===== src/rtl/seq_result_ctrl.sv =====
// rtl/seq_result_ctrl.sv - key-driven launch/collect sequencer between PS/2 decoder, compute FSM and display
module seq_result_ctrl #(
    parameter int DEPTH   = 10,
    parameter int DATA_W  = 32,
    parameter int IN_W    = 16,
    parameter int TIMEOUT = 1000000
) (
    input  logic              clk,
    input  logic              reset,
    input  logic              key_valid,
    input  logic [2:0]        key_flags,
    input  logic [4:0]        key_code,
    output logic              fsm_start,
    output logic [IN_W-1:0]   fsm_data,
    output logic              fsm_reset,
    input  logic              fsm_ready,
    input  logic [1:0]        fsm_err,
    input  logic [DATA_W-1:0] fsm_result,
    output logic [DATA_W-1:0] disp_value,
    output logic [3:0]        disp_index,
    output logic [3:0]        count,
    output logic [1:0]        err_out,
    output logic              busy
);

    typedef enum logic [1:0] {
        S_IDLE   = 2'd0,
        S_LAUNCH = 2'd1,
        S_WAIT   = 2'd2,
        S_CLEAR  = 2'd3
    } state_t;

    localparam int             CNT_W   = $clog2(TIMEOUT + 1);
    localparam logic [CNT_W-1:0] TO_LAST = CNT_W'(TIMEOUT - 1);
    localparam logic [3:0]     DEPTH_C = 4'(DEPTH);

    state_t              state;
    state_t              state_nx;
    logic [IN_W-1:0]     operand;
    logic [CNT_W-1:0]    wait_cnt;
    logic                keep_err;
    logic [DATA_W-1:0]   res_mem [16];

    logic flag_enter;
    logic flag_cmd;
    logic is_enter;
    logic is_digit;
    logic cmd_next;
    logic cmd_clear;
    logic full;
    logic timeout_hit;

    assign flag_enter  = (key_flags == 3'b010);
    assign flag_cmd    = (key_flags == 3'b100);
    assign is_enter    = key_valid && flag_enter;
    assign is_digit    = key_valid && !flag_enter && !flag_cmd;
    assign cmd_next    = key_valid && flag_cmd && (key_code == 5'b10000);
    assign cmd_clear   = key_valid && flag_cmd && (key_code == 5'b10001);
    assign full        = (count == DEPTH_C);
    assign timeout_hit = (state == S_WAIT) && !fsm_ready && (wait_cnt == TO_LAST);

    assign disp_value  = (count == 4'd0) ? '0 : res_mem[disp_index];

    always_ff @(posedge clk) begin
        if (reset) begin
            state <= S_IDLE;
        end else begin
            state <= state_nx;
        end
    end

    // CLEAR command wins over every state, including an in-flight WAIT.
    always_comb begin
        state_nx = state;
        if (cmd_clear) begin
            state_nx = S_CLEAR;
        end else begin
            case (state)
                S_IDLE:   if (is_enter && !full) state_nx = S_LAUNCH;
                S_LAUNCH: state_nx = S_WAIT;
                S_WAIT: begin
                    if (fsm_ready)
                        state_nx = S_IDLE;
                    else if (wait_cnt == TO_LAST)
                        state_nx = S_CLEAR;
                end
                S_CLEAR:  state_nx = S_IDLE;
                default:  state_nx = S_IDLE;
            endcase
        end
    end

    always_comb begin
        fsm_start = 1'b0;
        fsm_reset = 1'b0;
        busy      = 1'b0;
        case (state)
            S_LAUNCH: begin
                fsm_start = 1'b1;
                busy      = 1'b1;
            end
            S_WAIT:   busy      = 1'b1;
            S_CLEAR:  fsm_reset = 1'b1;
            default:  ;
        endcase
    end

    always_ff @(posedge clk) begin
        if (reset) begin
            operand    <= '0;
            fsm_data   <= '0;
            count      <= 4'd0;
            disp_index <= 4'd0;
            err_out    <= 2'b00;
            wait_cnt   <= '0;
            keep_err   <= 1'b0;
            for (int i = 0; i < 16; i++) res_mem[i] <= '0;
        end else if (state == S_CLEAR) begin
            // A timeout-driven clear keeps the fault code visible afterwards.
            operand    <= '0;
            count      <= 4'd0;
            disp_index <= 4'd0;
            err_out    <= keep_err ? 2'b11 : 2'b00;
            keep_err   <= 1'b0;
            for (int i = 0; i < 16; i++) res_mem[i] <= '0;
        end else begin
            // Pointer wrap looks at the count before any same-cycle store.
            if (cmd_next) begin
                if (count == 4'd0 || disp_index == count - 4'd1)
                    disp_index <= 4'd0;
                else
                    disp_index <= disp_index + 4'd1;
            end

            if (state == S_IDLE) begin
                if (is_digit)
                    operand <= {operand[IN_W-5:0], key_code[3:0]};
                if (is_enter) begin
                    if (full)
                        err_out <= 2'b11;
                    else
                        fsm_data <= operand;
                end
            end

            if (state == S_LAUNCH)
                wait_cnt <= '0;

            if (state == S_WAIT && !cmd_clear) begin
                wait_cnt <= wait_cnt + 1'b1;
                if (fsm_ready) begin
                    if (fsm_err == 2'b00) begin
                        if (!full) begin
                            res_mem[count] <= fsm_result;
                            count          <= count + 4'd1;
                        end
                    end else begin
                        err_out <= fsm_err;
                    end
                end else if (timeout_hit) begin
                    err_out  <= 2'b11;
                    keep_err <= 1'b1;
                end
            end
        end
    end

endmodule


===== config.mk =====
export PLATFORM = sky130hd
export DESIGN_NAME = seq_result_ctrl
export DESIGN_NICKNAME = d
export VERILOG_FILES = /design/src/rtl/seq_result_ctrl.sv
export SDC_FILE = /design/constraint.sdc
export NUM_CORES = 1
export LEC_CHECK = 0
export CORE_MARGIN = 2
export CORE_UTILIZATION = 60
export CTS_CLUSTER_SIZE = 25
export DETAILED_ROUTE_END_ITERATION = 8
export GPL_TIMING_DRIVEN = 0
export PLACE_DENSITY = 0.9
export SLEW_MARGIN = 20
export SYNTH_ARGS = -nofsm -noshare
export SYNTH_HDL_FRONTEND = slang
export SYNTH_SLANG_ARGS = --single-unit
export TNS_END_PERCENT = 20

===== constraint.sdc =====
create_clock -name clk -period 4.48 [get_ports clk]
set_input_delay 1.12 -clock clk [delete_from_list [all_inputs] [get_ports clk]]
set_output_delay 1.12 -clock clk [all_outputs]
set_load 0.01 [all_outputs]

=== Word-level counts from Yosys, hierarchy flattened ===
Memory sizes are Yosys's and may differ from the RTL's. A register that Yosys moved wholly into a read port is not among the register bits.
Cells that the tools add are included.

* $add $sub $neg: 4
* Equal/unequal tests: 12
* Muxes and demuxes: 53
* Bitwise operators: 19
* Reduce and logical (&&, ||, !) cells: 29

{| class="wikitable"
|+ Operators by type and width
! cell !! number
|-
| two-way mux 32 bit || 18
|-
| two-way mux 20 bit || 2
|-
| OR reduction 32 bit || 1
|-
| two-way mux 2 bit || 13
|-
| adder 20 x 1 -> 20 bit (second input constant) || 1
|-
| equality test 20 bit (second input constant) || 1
|-
| two-way mux 4 bit || 4
|-
| OR 1 bit || 16
|-
| two-way mux 1 bit || 15
|-
| equality test 5 bit (second input constant) || 2
|-
| logical AND 1 bit || 10
|-
| adder 4 x 1 -> 4 bit (second input constant) || 2
|-
| case mux 2 bit (4 select lines) || 1
|-
| AND reduction 4 bit || 2
|-
| AND reduction 2 bit || 3
|-
| zero test 1 bit || 5
|-
| equality test 2 bit (second input constant) || 2
|-
| equality test 4 bit || 1
|-
| equality test 4 bit (second input constant) || 1
|-
| zero test 2 bit || 2
|-
| zero test 4 bit || 1
|-
| != test 4 x 3 -> 1 bit (second input constant) || 1
|-
| OR reduction 2 bit || 2
|-
| subtractor 4 x 1 -> 4 bit (second input constant) || 1
|-
| 8 further kinds || 10
|}

* Flip-flop bits (word level): 65
* Bits in writable memories: 512
* Input bits: 46
* Output and inout port bits: 61
* Logic and storage cells: 126
* Memories: 1

{| class="wikitable"
|+ Memory list
! memory !! depth !! width !! read ports !! clocked after memory_dff !! wr ports !! line !! RTL
|-
| res_mem || 16 || 32 || 1 || 1 || 16 || 42 || <nowiki>logic [DATA_W-1:0] res_mem [16];</nowiki>
|}

=== Logic depth before layout (Yosys ltp) ===
* Depth after elaboration: 11
* Depth in mapped cells: 10
* Depth with buffers taken out: 7

=== Least setup slack after synthesis ===
Ideal clock, no wire load.

* Path type: input-to-reg
* Start: in fsm_err[1]
* End: mem res_mem[4][0] (enable)
* Library setup time: 0.388 ns
* Data arrival time: 3.021 ns
* Data required time: 4.092 ns
* Path slack: 1.071 ns
* Cell stages on the path: 6
* Buffers on the path: 2
* Cell sequence: or4b_4 > nor3_4 > and3b_1 > buf_4 > buf_2 > a21o_1

{| class="wikitable"
|+ RTL lines
! what !! line !! RTL
|-
| start: declaration || 17 || <nowiki>input logic [1:0] fsm_err,</nowiki>
|-
| end: declaration || 42 ||
|}

==> out/metrics.csv <==
stage,metric,value,unit
global_routing,initial antenna violation count,2,
logic_synthesis,post-synth top area share,0.5863,
clock_network,clock tree buffer depth,3,
logic_synthesis,most common flop cell mapped by yosys,edfxtp_1,
status,violated checks,negative setup slack,
floorplanning,die height,213.1,um
routing,Vias,17490,
placement,Post-DP HPWL,46.57,mm
sta,max-slew violations,0,
sta,Worst Clk Skew,0.01127,ns
placement,DP Worst Slack,-0.07441,ns
power_and_ir_drop,maximum vdd ir drop,280.1,uV
routing,drt first pass iters,5,
global_routing,first-pass GRT wire length,110.3,mm
setup_path,largest fanout on the critical path,10,
global_routing,gr usage total,0.3400,
setup_path,crit path capture type,output pin,
power_and_ir_drop,Lkg Pwr,11.90,nW
routing,WL/cell,29.87,um
routing,vias per std cell,6.913,
sta,Worst-Margin Slew,1.180,ns
placement,IO Port Bufs,106,
setup_path,"Arr. time, crit path",3.44,ns
clock_network,Root Buffer,clkbuf_16,
logic_synthesis,sequential share of the synthesized area,0.6390,
routing,drt drc,0,
floorplanning,Die ar.,0.04539,mm^2
finish,area grow syn2layout,15.85,%
logic_synthesis,post-synthesis async set-or-reset flop share,0,
floorplanning,site row count,76,
setup_path,CP Class,flop to output pin,
logic_synthesis,Syn Area/Cell,15.46,um^2
logic_synthesis,"EDFF count, synth",512,
clock_network,CTS Sinks,581,
sta,Setup-failing EPs final,2,
clock_network,TritonCTS clock tree,built,
floorplanning,# IOs,107,
sta,Final Hold Violating Endpoints,0,
routing,Starting DRT DRC Count,3011,
min_path,hold path cells,2,
logic_synthesis,most frequent cells after synthesis,"512 x edfxtp_1, 298 x and3_1, 194 x and2_1",
sta,Slew headroom,0.2131,
finish,fin nets,1957,
sta,fmax,219.3,MHz
logic_synthesis,"Cell Area, Synth",0.02622,mm^2
sta,fin crit share,1.018,
clock_network,htree depth,2,
power_and_ir_drop,post-layout power,11.80,mW
sta,Min Hold Slack,0.4602,ns
routing,"antenna viol nets, final",0,
clock_network,"Clk pin slew, worst setup/hold paths",0.07,ns
setup_path,worst reg-to-reg path cell count,8,
run,total of max-cap violations,0,
finish,post-layout util,0.7052,
placement,Placer Congestion,0.8927,
power_and_ir_drop,pwr/cell area,388.5,mW/mm^2
setup_path,CP required,3.36,ns
floorplanning,Core Box Area,0.04308,mm^2
global_routing,largest net degree at the start of global routing,42,
global_routing,vias in the first global route,17860,
floorplanning,Initial Util,0.6087,
setup_path,Critical Path Source Type,flop,
min_path,hold crit path type,flop to flop,
floorplanning,die width,213.1,um
logic_synthesis,Syn. warnings,0,
clock_network,Skew-Pair Late Insertion Delay,0.62,ns
finish,ratio of cells with drive above 1 in the final layout,0.1806,
logic_synthesis,Synth Instances,1696,
routing,WL final,75.58,mm
sta,unrepaired setup endpoints after global routing,true,
status,status,"complete, but fails checks",
logic_synthesis,most frequent cell after synthesis,edfxtp_1,
logic_synthesis,top post-synthesis cells by area,"edfxtp_1 59%, mux4_2 14%, and3_1 7.1%",
logic_synthesis,number of distinct library cells after synthesis,47,
logic_synthesis,most area-hungry cell type in the Yosys netlist,edfxtp_1,
sta,Final TNS setup,-0.09666,ns
logic_synthesis,Yosys reg bits,581,
sta,Tmin final,4.560,ns
finish,# fillers,2462,
global_routing,GRT overflow,0,
clock_network,hold_buf cts,0,
clock_network,cts bufs inserted,55,
sta,fin worst setup slack,-0.07980,ns
-- power by group --
part / leakage, nW / switching [mW] / internal [mW] / total (mW)
clock: 0.893 / 2.07 / 2.81 / 4.88
sequential: 5.83 / 0.0973 / 6.13 / 6.23
combinational: 5.18 / 0.436 / 0.259 / 0.695
-- stage by stage --
| stage | instances | instance area, um^2 |
|---|---|---|
| after floorplan | 1727 | 26340 |
| after global placement | 2418 | 28130 |
| after detailed placement | 2427 | 28380 |
| after CTS | 2529 | 30330 |
| after global routing | 2529 | 30380 |
| final | 2530 | 30380 |
-- worst paths after layout --
check / start / end / slack [ns]
worst min-delay path: keep_err / keep_err / 0.46
worst max-delay path: flop / disp_value[30] / -0.08
worst max register to register: count[0] / res_mem[9][26] / 0.36
worst min register to register: keep_err / keep_err / 0.46
-- layout make-up --
cell class | count | area [um^2] | area share
antenna | 1 | 2.502 | 0.00008238
buffer | 170 | 964.7 | 0.03176
clock buffer | 66 | 1439 | 0.04737
clock inverter | 36 | 415.4 | 0.01367
inverter | 12 | 45.04 | 0.001483
multi-input combinational | 964 | 8728 | 0.2873
sequential | 581 | 16760 | 0.5516
tap | 585 | 732.0 | 0.02409
timing repair buffer | 115 | 1294 | 0.04259
-- layout by cell type, fill, tap and decap left out, drive strengths merged, types with 9 or more instances in the layout --
cell type        n
and3           298
buf             66
ha              12
nand2            9
conb            32
nand3           12
xor2            18
inv             13
and2           194
clkinv          22
clkdlybuf4s50  106
mux2i           34
dfxtp           69
o211ai           9
bufinv           9
a21o            10
nor2            61
mux4           160
nor2b           34
clkbuf         177
a21oi           12
edfxtp         512
-- repair_timing --
action,in CTS,in global routing
setup endpoints to repair,32,26
gates cloned,0,0
setup buffers,0,0
endpoints found under the hold margin,0,0
resized for setup,62,23
-- kinds of logic after synthesis --
family,after synthesis,synth area share
AOI/OAI and AO/OA,57,0.01474
xor gates and xnor gates,26,0.008685
adders and majority gates,12,0.005726
buffers and inverters,182,0.03326
DFF,581,0.6390
muxes,195,0.1508
other,1,0.0001430
and+or+nand+nor,642,0.1476
-- worst max-delay path: stages, from the launching register on --
cell and delay [ns]:
dfxtp_1 0.73, clkbuf_1 0.78, mux4_2 0.40, nor2b_1 0.31, clkdlybuf4s50_1 0.60
-- metal layers --
| layer | track usage | vias to the layer above | part of all wire |
|---|---|---|---|
| li1 | - | 6863 | - |
| met1 | 0.4194 | 8579 | 0.32 |
| met2 | 0.5485 | 1700 | 0.48 |
| met3 | 0.09546 | 347 | 0.14 |
| met4 | 0.1847 | 0 | 0.056 |
| met5 | 0 | - | 0 |
-- sequential cells by signal, indices dropped and copies added (netlist names), named ones only --
name        count
count           4
wait_cnt       20
fsm_data       16
err_out         2
state           2
res_mem       512
operand        16
disp_index      4
keep_err        1
No activity file was read; power rests on OpenSTA's default activity.
